**config.mk**
```make
export PLATFORM = sky130hd
export DESIGN_NAME = fd_inst_queue
export DESIGN_NICKNAME = d
export VERILOG_FILES = /design/src/rtl/fd_inst_queue.sv
export SDC_FILE = /design/constraint.sdc
export NUM_CORES = 1
export LEC_CHECK = 0
export BUFFER_PORTS_ARGS = -buffer_cell sky130_fd_sc_hd__buf_4
export CORE_ASPECT_RATIO = 0.9
export CORE_MARGIN = 3
export CORE_UTILIZATION = 40
export CTS_BUF_LIST = sky130_fd_sc_hd__clkbuf_16
export CTS_CLUSTER_DIAMETER = 120
export DETAILED_ROUTE_END_ITERATION = 8
export SLEW_MARGIN = 5
export SYNTH_ARGS = -nofsm -noshare
export SYNTH_HDL_FRONTEND = slang
export SYNTH_SLANG_ARGS = --single-unit
```
**constraint.sdc**
```tcl
create_clock -name clk -period 4 [get_ports clk]
set_clock_uncertainty 0.2 [all_clocks]
set_input_delay 1 -clock clk [delete_from_list [all_inputs] [get_ports clk]]
set_output_delay 1 -clock clk [all_outputs]
set_load 0.05 [all_outputs]
```
**src/rtl/fd_inst_queue.sv**
```systemverilog
// Instruction queue between fetch and decode: an in-order circular buffer of assembled
// instructions with a valid/ready output, a redirect flush and a sticky overflow flag.
module fd_inst_queue #(
    parameter int DEPTH = 4
) (
    input  logic                     clk,
    input  logic                     reset,
    input  logic                     f_push,
    input  logic [47:0]              f_inst,
    input  logic [31:0]              f_pc,
    input  logic [31:0]              f_next_pc,
    input  logic                     f_mode,
    output logic                     q_full,
    input  logic                     flush,
    input  logic                     d_ready,
    output logic                     d_valid,
    output logic [47:0]              d_inst,
    output logic [31:0]              d_pc,
    output logic [31:0]              d_next_pc,
    output logic                     d_mode,
    output logic [$clog2(DEPTH):0]   q_count,
    output logic                     q_overflow
);
    localparam int AW = $clog2(DEPTH);
    localparam int CW = AW + 1;
    localparam int EW = 48 + 32 + 32 + 1;

    logic [EW-1:0] mem [DEPTH];
    logic [AW-1:0] wr_ptr;
    logic [AW-1:0] rd_ptr;
    logic [CW-1:0] count;
    logic          overflow;
    logic          full;
    logic          push_ok;
    logic          pop_ok;
    logic [EW-1:0] head;

    assign full    = (count == CW'(DEPTH));
    assign d_valid = (count != '0);
    assign push_ok = f_push & ~full & ~flush;
    assign pop_ok  = d_ready & d_valid;

    always_ff @(posedge clk) begin
        if (reset) begin
            count    <= '0;
            wr_ptr   <= '0;
            rd_ptr   <= '0;
            overflow <= 1'b0;
            for (int i = 0; i < DEPTH; i++) begin
                mem[i] <= '0;
            end
        end else if (flush) begin
            // Redirect: drop everything buffered; storage is left as-is since count gates it.
            count  <= '0;
            wr_ptr <= '0;
            rd_ptr <= '0;
        end else begin
            if (push_ok) begin
                mem[wr_ptr] <= {f_inst, f_pc, f_next_pc, f_mode};
                wr_ptr      <= wr_ptr + 1'b1;
            end
            if (pop_ok) begin
                rd_ptr <= rd_ptr + 1'b1;
            end
            if (f_push && full) begin
                overflow <= 1'b1;
            end
            count <= count + CW'(push_ok) - CW'(pop_ok);
        end
    end

    // Outputs come only from registered state, zeroed while the queue is empty.
    assign head       = d_valid ? mem[rd_ptr] : '0;
    assign d_inst     = head[EW-1 -: 48];
    assign d_pc       = head[64:33];
    assign d_next_pc  = head[32:1];
    assign d_mode     = head[0];
    assign q_full     = full;
    assign q_count    = count;
    assign q_overflow = overflow;
endmodule
```
==> results.cfg <==
[routing]
wl_per_cell_um = 22.21
drc = 0
drtIter0Drc = 777
totalWireLength_um = 49480
firstDrtPassIters = 4
via_count = 11770
detail-route-antenna-nets = 0
via_per_inst = 5.285

[pwr]
p_sw_share_pct = 23.31
power_frac_comb_pct = 9.6
p_switching_mw = 2.582
powerDensity_nw_per_um2 = 444.3
leakage_nw = 10.49
vdd_ir_drop_max_uv = 269.5
pwr-share-seq_pct = 50.6
p_clk_share_pct = 39.9
cell_internal_pwr_mw = 8.495

[yosys]
synth-seq-cells = 462
yosys_warnings = 0
synth_area_um2 = 20830
synth.avg_cell_area_um2 = 15.92
synthesis.instances = 1309
synth_nets = 1430
synth_cell_types = 33
yosysSeqAreaShare_pct = 66.11

[floorplan]
die_x_um = 246.6
rows = 78
start_util_pct = 40.90
core_um2 = 50940
io_pins = 237
die_h_um = 222.5
dieArea_um2 = 54870

[global_route]
first_global_vias = 12780
antenna_found_initial = 4
gr-usage-all-layers_pct = 18.18
grt-ovfl-total = 0
grt_max_degree = 198
grt_pass1_wl_um = 76850

[critical_path]
crit_path_max_incr_delay_ns = 0.66
crit_path_max_fanout = 25
cp.required_ns = 2.80
cp_num_buf_inv = 2
cpMaxStageDelayCell = dfxtp_4
cp_cell_sequence = buf_12 > mux4_2 > and2_1 > buf_4
start_kind = register
critPathCaptureType = output pin
critical_path_class = register to output pin
arrival_ns = 2.51
critPathTopFamily = flip-flops

[clock_network]
postCtsHoldBufs = 0
cts_tree = yes
clk_path_buf_depth = 3
clock-sinks = 462
ctsResizeCount = 0
htreeDepth = 2
cts_root_buffer = clkbuf_16
insertion_delay_ns = 0.57
path_clk_slew_ns = 0.06
cts_setup_buffers = 0
cts_buffers = 50

[placed_design]
gp_congestion = 0.7180
hpwl_um = 26960
portBuffers = 236
placedCellCount = 2134
dp_worst_setup_slack_ns = 0.5749

[sta]
fmax_ghz = 0.2698
setup_tns_ns = 0
max-slew-margin-rel_pct = 55.05
period_minus_slack_ns = 3.707
setup_viol_count_final = 0
finalHoldViolCount = 0
tightest_slew_ns = 0.6742
period_share_pct = 92.67
drv_slew = 0
grt_setup_unrepaired = no
setup_slack_ns = 0.2932

[layout]
fin_cells = 2228
syn2layout_area_growth_pct = 19.66
nets = 1627
final_common_cell = edfxtp_1
post-route-util_pct = 48.94
nFillCells = 4359
final_cell_mix = 452 x edfxtp_1, 340 x and3_1, 251 x buf_4, 228 x and2_1, 113 x mux4_2
register_area_um2 = 13780
final_layout_size_suffix_gt1_share_pct = 30.01
multiInputGateArea_um2 = 6417

[run_status]
outcome = finished, final reports clean

[flow_run]
max_cap_violations = 0

[worst_hold_path]
holdCritPathClass = register to register
[area by class of cell]
type | instances | share of cell area, %
sequential | 462 | 55.27
multi-input combinational | 716 | 25.74
timing repair buffer | 272 | 9.244
clock buffer | 51 | 5.119
tap | 680 | 3.413
clock inverter | 41 | 1.129
inverter | 4 | 0.06022
antenna | 2 | 0.02007
[state kept, by name (all words and copies together), names as in the netlist, named ones only]
| name | flops |
|---|---|
| mem | 452 |
| q_count | 3 |
| q_overflow | 1 |
| rd_ptr | 2 |
| wr_ptr | 2 |
[synth_stat cells, drive strengths merged]
master / instances / share of area [%]
mux2i: 2 / 0.096
o2bb2ai: 1 / 0.042
o21ai: 1 / 0.024
nand2: 3 / 0.054
a21o: 4 / 0.14
a21oi: 1 / 0.024
nor2b: 2 / 0.060
edfxtp: 452 / 65
inv: 4 / 0.072
xnor2: 2 / 0.084
xor2: 1 / 0.042
or3: 2 / 0.060
dfxtp: 10 / 0.96
and2b: 1 / 0.036
mux4: 113 / 12
fa: 1 / 0.096
and2: 229 / 6.9
nor3: 3 / 0.096
and3: 340 / 10
ha: 2 / 0.12
nor2: 4 / 0.072
clkbuf: 80 / 1.4
or3b: 1 / 0.054
nand4b: 1 / 0.042
o311ai: 1 / 0.042
nand2b: 1 / 0.030
buf: 47 / 1.9
[routing by layer]
layer | share of wire, % | global-route usage [%] | vias to the layer above
li1 | - | - | 5425
met1 | 44 | 25.43 | 6022
met2 | 48 | 29.38 | 256
met3 | 6.0 | 3.668 | 67
met4 | 1.9 | 4.354 | 4
met5 | 0.067 | 0 | -
[cells by family after synthesis]
logic type,share of synthesized area [%]
compound gates,0.2762
xor+xnor,0.1261
fa+ha+maj,0.2162
buf+inv,3.375
flops,66.11
mux,12.31
simple gates,17.59
[power by group through the flow]
stage / Sequential, mW / Clock (mW) / Combinational, mW
2_1_floorplan: 5.70 / 0 / 0.646
3_3_place_gp: 5.70 / 0 / 1.07
3_5_place_dp: 5.71 / 0 / 1.08
4_1_cts: 5.61 / 4.53 / 1.08
5_1_grt: 5.62 / 4.70 / 1.14
6_report: 5.60 / 4.42 / 1.06
[final timing paths]
| path | start | to | slack (ns) | cells after the start |
|---|---|---|---|---|
| worst max-delay path | register | d_pc[29] | 0.29 | 4 |
| worst min-delay path | q_overflow$_SDFFE_PP0P_ | q_overflow$_SDFFE_PP0P_ | 0.28 | 2 |
| worst max register to register | q_count[1]$_SDFF_PP0_ | q_count[2]$_SDFF_PP0_ | 1.05 | 10 |
| worst min register to register | q_overflow$_SDFFE_PP0P_ | q_overflow$_SDFFE_PP0P_ | 0.28 | 2 |
[worst register-to-register path, delay by kind of cell (launching register included)]
family	cells	cell delay, ns
flip-flops	1	0.38
AND/OR/NAND/NOR	3	1.08
buffers and inverters	2	0.11
XOR/XNOR	2	0.28
adder cells (fa/ha/maj)	3	0.83
[stage by stage]
stage	area, um^2	hold slack, ns	power (mW)
after detailed placement	23370	0.2656	6.786
final	24930	0.2792	11.08
after global placement	23370	0.2620	6.767
after CTS	24930	0.2830	11.21
after global routing	24930	0.3137	11.47
after floorplan	20840	0.2621	6.342
Power figures use the tool's default switching activity.
